===== src/rtl/servo_pkg.sv =====
// ----------------------------------------------------------------------------
// servo_pkg
// Shared definitions for the multi-channel servo shutter controller:
//   - per-channel FSM state encoding (2-bit)
//   - direction constants
//   - default servo position codes
//   - counter-width helper used to size the prescaler/frame/move counters
// ----------------------------------------------------------------------------
package servo_pkg;

    typedef enum logic [1:0] {
        S_IDLE    = 2'd0,
        S_MOVE_UP = 2'd1,
        S_MOVE_DN = 2'd2,
        S_SETTLE  = 2'd3
    } state_e;

    localparam logic UP   = 1'b1;
    localparam logic DOWN = 1'b0;

    localparam logic [7:0] POS_UP_DEF   = 8'hFF;
    localparam logic [7:0] POS_HALT_DEF = 8'h50;
    localparam logic [7:0] POS_DOWN_DEF = 8'h0F;

    // Bits needed to count 0..n-1; never less than one bit.
    function automatic int cnt_width(input int n);
        return (n > 1) ? $clog2(n) : 1;
    endfunction

endpackage


===== src/rtl/servo_pwm_ch.sv =====
// ----------------------------------------------------------------------------
// servo_pwm_ch
// One servo PWM output. The pulse width is derived from the requested
// position code and only taken on at the frame start, so every frame carries
// a complete pulse of a single width.
//
// Ports:
//   clk_i    in   system clock
//   rst_i    in   asynchronous active-high reset
//   fcnt_i   in   shared frame counter (0..FRAME_CLKS-1)
//   pos_i    in   requested position code
//   pwm_o    out  registered servo pulse, low while in reset
// ----------------------------------------------------------------------------
module servo_pwm_ch #(
    parameter int         FCW      = 20,
    parameter int         MIN_CLK  = 50000,
    parameter int         STEP_CLK = 196,
    parameter logic [7:0] POS_HALT = 8'h50
) (
    input  logic           clk_i,
    input  logic           rst_i,
    input  logic [FCW-1:0] fcnt_i,
    input  logic [7:0]     pos_i,
    output logic           pwm_o
);

    localparam int WW = 32;

    logic [WW-1:0] width_q;
    logic [WW-1:0] width_d;
    logic [WW-1:0] width_new;
    logic [WW-1:0] width_cmp;
    logic          frame_start;
    logic          pwm_q;
    logic          pwm_d;

    assign width_new   = WW'(MIN_CLK) + WW'(pos_i) * WW'(STEP_CLK);
    assign frame_start = (fcnt_i == '0);

    // At the frame start the freshly computed width is already the one that
    // governs this frame, so compare against it rather than the old latch.
    always_comb begin
        width_d   = width_q;
        width_cmp = width_q;
        if (frame_start) begin
            width_d   = width_new;
            width_cmp = width_new;
        end
        pwm_d = (WW'(fcnt_i) < width_cmp);
    end

    always_ff @(posedge clk_i or posedge rst_i) begin
        if (rst_i) begin
            width_q <= WW'(MIN_CLK) + WW'(POS_HALT) * WW'(STEP_CLK);
            pwm_q   <= 1'b0;
        end else begin
            width_q <= width_d;
            pwm_q   <= pwm_d;
        end
    end

    assign pwm_o = pwm_q;

endmodule


===== src/rtl/servo_shutter_ctrl.sv =====
// ----------------------------------------------------------------------------
// servo_shutter_ctrl
// Drives N_CH RC servos. Each edge on a channel's direction input starts a
// timed up or down move; afterwards the servo returns to the halt position.
// A shared 1 ms tick prescaler times the moves and a shared frame counter
// gives every PWM channel the same frame phase.
//
// Ports:
//   clk_50     in   system clock (50 MHz)
//   reset      in   asynchronous active-high reset
//   direct     in   requested direction per channel (1 = up), asynchronous
//   pwm        out  servo pulse per channel
//   busy       out  channel is in a move (registered)
//   pos_up     out  last started move was up (registered)
//   dbg_state  out  per-channel FSM state, 2 bits per channel (channel i at
//                   [2*i+1:2*i])
// ----------------------------------------------------------------------------
module servo_shutter_ctrl
    import servo_pkg::*;
#(
    parameter int         N_CH       = 2,
    parameter int         TICK_CLKS  = 50000,
    parameter int         MOVE_TICKS = 4000,
    parameter int         FRAME_CLKS = 1000000,
    parameter int         MIN_CLK    = 50000,
    parameter int         STEP_CLK   = 196,
    parameter logic [7:0] POS_UP     = POS_UP_DEF,
    parameter logic [7:0] POS_HALT   = POS_HALT_DEF,
    parameter logic [7:0] POS_DOWN   = POS_DOWN_DEF
) (
    input  logic              clk_50,
    input  logic              reset,
    input  logic [N_CH-1:0]   direct,
    output logic [N_CH-1:0]   pwm,
    output logic [N_CH-1:0]   busy,
    output logic [N_CH-1:0]   pos_up,
    output logic [2*N_CH-1:0] dbg_state
);

    localparam int TCW = cnt_width(TICK_CLKS);
    localparam int FCW = cnt_width(FRAME_CLKS);
    localparam int MCW = cnt_width(MOVE_TICKS);

    // ---------------- direction synchronisers ----------------
    logic [N_CH-1:0] sync1_q;
    logic [N_CH-1:0] dsync_q;

    always_ff @(posedge clk_50 or posedge reset) begin
        if (reset) begin
            sync1_q <= '0;
            dsync_q <= '0;
        end else begin
            sync1_q <= direct;
            dsync_q <= sync1_q;
        end
    end

    // ---------------- shared tick prescaler ----------------
    // Free-running; a move never restarts it, which is why a move lasts
    // between MOVE_TICKS-1 and MOVE_TICKS tick periods.
    logic [TCW-1:0] tick_cnt_q;
    logic [TCW-1:0] tick_cnt_d;
    logic           tick;

    assign tick       = (tick_cnt_q == TCW'(TICK_CLKS - 1));
    assign tick_cnt_d = tick ? '0 : tick_cnt_q + TCW'(1);

    // ---------------- shared frame counter ----------------
    logic [FCW-1:0] fcnt_q;
    logic [FCW-1:0] fcnt_d;

    assign fcnt_d = (fcnt_q == FCW'(FRAME_CLKS - 1)) ? '0 : fcnt_q + FCW'(1);

    always_ff @(posedge clk_50 or posedge reset) begin
        if (reset) begin
            tick_cnt_q <= '0;
            fcnt_q     <= '0;
        end else begin
            tick_cnt_q <= tick_cnt_d;
            fcnt_q     <= fcnt_d;
        end
    end

    // ---------------- per-channel FSM + PWM ----------------
    for (genvar g = 0; g < N_CH; g++) begin : g_ch
        state_e         state_q;
        state_e         state_d;
        logic           last_dir_q;
        logic           last_dir_d;
        logic [MCW-1:0] move_cnt_q;
        logic [MCW-1:0] move_cnt_d;
        logic           busy_q;
        logic           busy_d;
        logic           pos_up_q;
        logic           pos_up_d;
        logic [7:0]     pos;

        always_comb begin
            state_d    = state_q;
            last_dir_d = last_dir_q;
            move_cnt_d = move_cnt_q;
            pos_up_d   = pos_up_q;
            pos        = POS_HALT;
            case (state_q)
                S_IDLE: begin
                    // Only the difference to the last accepted direction
                    // matters; toggles during a move collapse to nothing.
                    if (dsync_q[g] != last_dir_q) begin
                        last_dir_d = dsync_q[g];
                        move_cnt_d = '0;
                        if (dsync_q[g] == UP) begin
                            state_d  = S_MOVE_UP;
                            pos_up_d = 1'b1;
                        end else begin
                            state_d  = S_MOVE_DN;
                            pos_up_d = 1'b0;
                        end
                    end
                end
                S_MOVE_UP, S_MOVE_DN: begin
                    pos = (state_q == S_MOVE_UP) ? POS_UP : POS_DOWN;
                    if (tick) begin
                        if (move_cnt_q == MCW'(MOVE_TICKS - 1)) begin
                            state_d = S_SETTLE;
                        end else begin
                            move_cnt_d = move_cnt_q + MCW'(1);
                        end
                    end
                end
                S_SETTLE: begin
                    state_d = S_IDLE;
                end
                default: begin
                    state_d = S_IDLE;
                end
            endcase
            busy_d = (state_d == S_MOVE_UP) || (state_d == S_MOVE_DN);
        end

        always_ff @(posedge clk_50 or posedge reset) begin
            if (reset) begin
                state_q    <= S_IDLE;
                last_dir_q <= DOWN;
                move_cnt_q <= '0;
                busy_q     <= 1'b0;
                pos_up_q   <= 1'b0;
            end else begin
                state_q    <= state_d;
                last_dir_q <= last_dir_d;
                move_cnt_q <= move_cnt_d;
                busy_q     <= busy_d;
                pos_up_q   <= pos_up_d;
            end
        end

        servo_pwm_ch #(
            .FCW      (FCW),
            .MIN_CLK  (MIN_CLK),
            .STEP_CLK (STEP_CLK),
            .POS_HALT (POS_HALT)
        ) u_pwm (
            .clk_i  (clk_50),
            .rst_i  (reset),
            .fcnt_i (fcnt_q),
            .pos_i  (pos),
            .pwm_o  (pwm[g])
        );

        assign busy[g]           = busy_q;
        assign pos_up[g]         = pos_up_q;
        assign dbg_state[2*g +: 2] = state_q;
    end

endmodule


===== config.mk =====
export PLATFORM = sky130hd
export DESIGN_NAME = servo_shutter_ctrl
export DESIGN_NICKNAME = d
export VERILOG_FILES = /design/src/rtl/servo_pkg.sv /design/src/rtl/servo_pwm_ch.sv /design/src/rtl/servo_shutter_ctrl.sv
export SDC_FILE = /design/constraint.sdc
export NUM_CORES = 1
export LEC_CHECK = 0
export BUFFER_PORTS_ARGS = -buffer_cell sky130_fd_sc_hd__buf_2
export CORE_MARGIN = 8
export CORE_UTILIZATION = 45
export DETAILED_ROUTE_END_ITERATION = 8
export PLACE_DENSITY_LB_ADDON = 0.3
export SLEW_MARGIN = 40
export SYNTH_ARGS = -nofsm -noshare
export SYNTH_HDL_FRONTEND = slang
export SYNTH_SLANG_ARGS = --single-unit

===== constraint.sdc =====
create_clock -name clk_50 -period 5.6 [get_ports clk_50]
set_clock_uncertainty 0.2 [all_clocks]
set_input_delay 1.12 -clock clk_50 [delete_from_list [all_inputs] [get_ports clk_50]]
set_output_delay 1.12 -clock clk_50 [all_outputs]
set_load 0.01 [all_outputs]

==> results_dict.tcl <==
set metrics [dict create \
    globalplace.congestion 0.898 \
    yosys.area_share.simple_pct 19.8 \
    synth_fa_ha_area_share_pct 9.34 \
    drc 0 \
    cap_violations 0 \
    cts_buffers 17 \
    max_freq_ghz 0.260 \
    htree_levels 4 \
    period_share_pct 68.6 \
    synth_area_um2 6690 \
    layout_setup_ws_ps 1760 \
    cpMaxStageDelayCell "or3_2" \
    io_pins 14 \
    area_growth_pct 11.6 \
    avgSynthCellArea_um2 10.3 \
    die_width_um 138 \
    syn-num-nets 704 \
    synth_seq_cells 138 \
    setup_violations 0 \
    crit_buf_inv 2 \
    endpoint_kind "flop" \
    cts_buffer_depth 2 \
    ys.flop_type "dfrtp_1" \
    critPathRequiredTime_ps 5720 \
    synth_top_family_by_area "simple AND/OR/NAND/NOR gates" \
    ir_drop_uv 226 \
    dr.pass1.iters 5 \
    routed_via_density 5.29 \
    coreArea_um2 14500 \
    fill_cells 1306 \
    period_needed_ps 3840 \
    slew_violations 0 \
    clock-sinks 138 \
    antenna_found_initial 0 \
    rsz0062_at_grt "no" \
    grt_pass1_vias 4446 \
    portBuffers 13 \
    dpl.cell_count 829 \
    track_usage_pct 15.0 \
    grt_max_degree 94 \
    hp-class "flop to flop" \
    pre_cts_slack_ps 1770 \
    synthTopCellsByArea "dfrtp_1 (49%), ha_1 (9.2%), xor2_1 (4.6%)" \
    synthArstFlopShare_pct 100 \
    finalSetupTns_ps 0 \
    synth_warnings 0 \
    clk_pin_slew_ps 60 \
    antenna_cells 0 \
    wl_per_cell_um 15.0 \
    synth_top_area_share_pct 49.4 \
    critPathArrivalTime_ps 3960 \
    start_util_pct 46.0 \
    finalHoldViolCount 0 \
    syn_inst 651 \
    grt_overflow 0 \
    clock_latency_ps 420 \
    synth_cell_type_count 49 \
    outcome "completed" \
    synth_compound_area_share_pct 6.94 \
    ys_seq_area_share_pct 51.8 \
    maxSlewHeadroom_pct 56.3 \
    crit_top_cell "nand2_1" \
    grt_pass1_wl_mm 22.1 \
    crit_family "simple AND/OR/NAND/NOR gates" \
    fin_nets 717 \
    root_buffer "clkbuf_16" \
    cpPeakStageDelay_ps 750 \
    drtAntennaViolNets 0 \
    dieHeight_um 138 \
    cp_cell_sequence "inv_1, ha_1, nor4b_1, nand2_1, or3_2, nand2_1, nand2_1, inv_1, ha_1, a21oi_1, nor2_1, a2111oi_0, o21ai_0, o211ai_1, a31oi_1, o32ai_1" \
    max_slew.worst_pin.slew_ps 655 \
    synth-xor-area-share_pct 6.94 \
    synth-edff-count 0 \
    cp_max_fo 39 \
    synth_largest_area_cell "dfrtp_1" \
    dp_hpwl_mm 8.78 \
    critical_path_class "flop to flop" \
    postCtsSetupRepairBufs 0 \
    drt-initial-drc-count 228 \
    start_kind "flop" \
    post_cts_resized 0 \
    finalNonFillerCells 861 \
    rows 44 \
    powerDensity_nw_per_um2 333 \
    p_leak_nw 3.86 \
    finalWirelength_mm 13.0 \
    routed-via-count 4553 \
    layout-drive-gt1-share_pct 9.16 \
    postCtsHoldBufs 0 \
    die_area_um2 19000 \
    cts_tree "built" \
    muxShareOfSynthArea_pct 0.543 \
]
-- synth_stat cells, drive strengths merged, types with 4 or more instances --
cell    number
o211ai       6
a21o         4
nor2        53
inv         55
ha          49
nor3         5
o21ai       20
and4         5
buf          9
xnor2       18
dfrtp      132
dfstp        6
a21oi       22
nor4         9
o21a         4
nand4       14
a211oi       4
nor2b        8
nand3       34
clkbuf      13
and3        15
nand2       60
and2        39
xor2        35
-- layout by cell type, fill, tap and decap left out, types with 2 or more instances in the layout --
master / count
a2111oi_0: 2
a211oi_1: 4
a21o_1: 4
a21oi_1: 21
a31oi_1: 2
and2_1: 39
and3_1: 15
and4_1: 5
and4b_1: 2
buf_2: 13
buf_4: 3
clkbuf_1: 4
clkbuf_16: 17
clkbuf_8: 2
clkinv_2: 7
dfrtp_1: 132
dfstp_2: 6
ha_1: 49
inv_1: 54
mux2_2: 2
nand2_1: 60
nand2b_1: 3
nand3_1: 34
nand4_1: 14
nor2_1: 53
nor2b_1: 8
nor3_1: 4
nor3b_2: 2
nor4_1: 9
nor4bb_1: 2
o211ai_1: 6
o21a_1: 4
o21ai_0: 20
o31ai_1: 2
xnor2_1: 18
xor2_1: 35
-- power breakdown --
group          leakage (nW)  switching (mW)  internal (mW)
combinational          1.75           0.241          0.129
sequential             1.84          0.0484           1.04
clock                 0.270           0.398          0.627
total                  3.86           0.688           1.80
-- worst paths after layout --
| path | slack [ps] | to | cells after the start | from |
|---|---|---|---|---|
| setup / recovery | 1760 | g_ch[0].u_pwm.pwm_o | 16 | fcnt_q[0] |
| hold / removal | 160 | dsync_q[0] | 0 | sync1_q[0] |
| setup reg to reg | 1760 | g_ch[0].u_pwm.pwm_o | 16 | fcnt_q[0] |
| hold reg to reg | 160 | dsync_q[0] | 0 | sync1_q[0] |
| max in group asynchronous | 3590 | g_ch[1].move_cnt_q[7] | 3 | reset |
| min in group asynchronous | 580 | g_ch[0].u_pwm.width_q[27] | 2 | reset |
-- registers in the layout, summed over array words and instances, names as in the netlist --
signal and flops:
dsync_q 2, fcnt_q 20, g_ch.busy_q 2, g_ch.last_dir_q 2
g_ch.move_cnt_q 24, g_ch.state_q 4, g_ch.u_pwm.pwm_o 2, g_ch.u_pwm.width_q 64
sync1_q 2, tick_cnt_q 16
-- worst register-to-register path: stages (launching register included) --
cell       delay (ps)
dfrtp_1           420
inv_1             120
ha_1              150
nor4b_1           220
nand2_1           110
or3_2             750
nand2_1           170
nand2_1            80
inv_1              60
ha_1              230
a21oi_1           150
nor2_1             50
a2111oi_0         330
o21ai_0           160
o211ai_1          120
a31oi_1           130
o32ai_1           300
-- cells by family after synthesis --
family,count (synthesis)
DFF,138
and+or+nand+nor,256
buffers and inverters,77
muxes,3
AOI/OAI and AO/OA,74
adders and majority gates,50
xor gates and xnor gates,53
-- layout make-up --
class | instances | area [um2] | area share (%)
clock buffers | 23 | 468 | 6.27
clock inverters | 9 | 72.6 | 0.973
inverters | 55 | 214 | 2.87
multi-input cells | 436 | 2930 | 39.2
flip-flops and latches | 138 | 3460 | 46.4
well taps | 184 | 230 | 3.09
repair buffers | 16 | 87.6 | 1.17
-- stage by stage --
| step | hold WS (ps) | cell area [um2] | total power, mW | util [%] |
|---|---|---|---|---|
| floorplan | 131 | 6690 | 1.39 | - |
| finish | 162 | 7460 | 2.49 | 51.3 |
| global route | 167 | 7460 | 2.62 | 51.3 |
| detailed placement | 144 | 6910 | 1.48 | 47.6 |
| CTS | 165 | 7450 | 2.52 | 51.3 |
| global placement | 146 | 6900 | 1.46 | 47.5 |
-- routing by layer --
layer	routed length [um]	global-route usage, %	up-vias
met2	6120	23.1	76
met1	6070	20.0	2232
met3	584	4.09	15
li1	-	-	2230
met5	0	0	-
met4	174	5.61	0
Power figures use the tool's default switching activity.
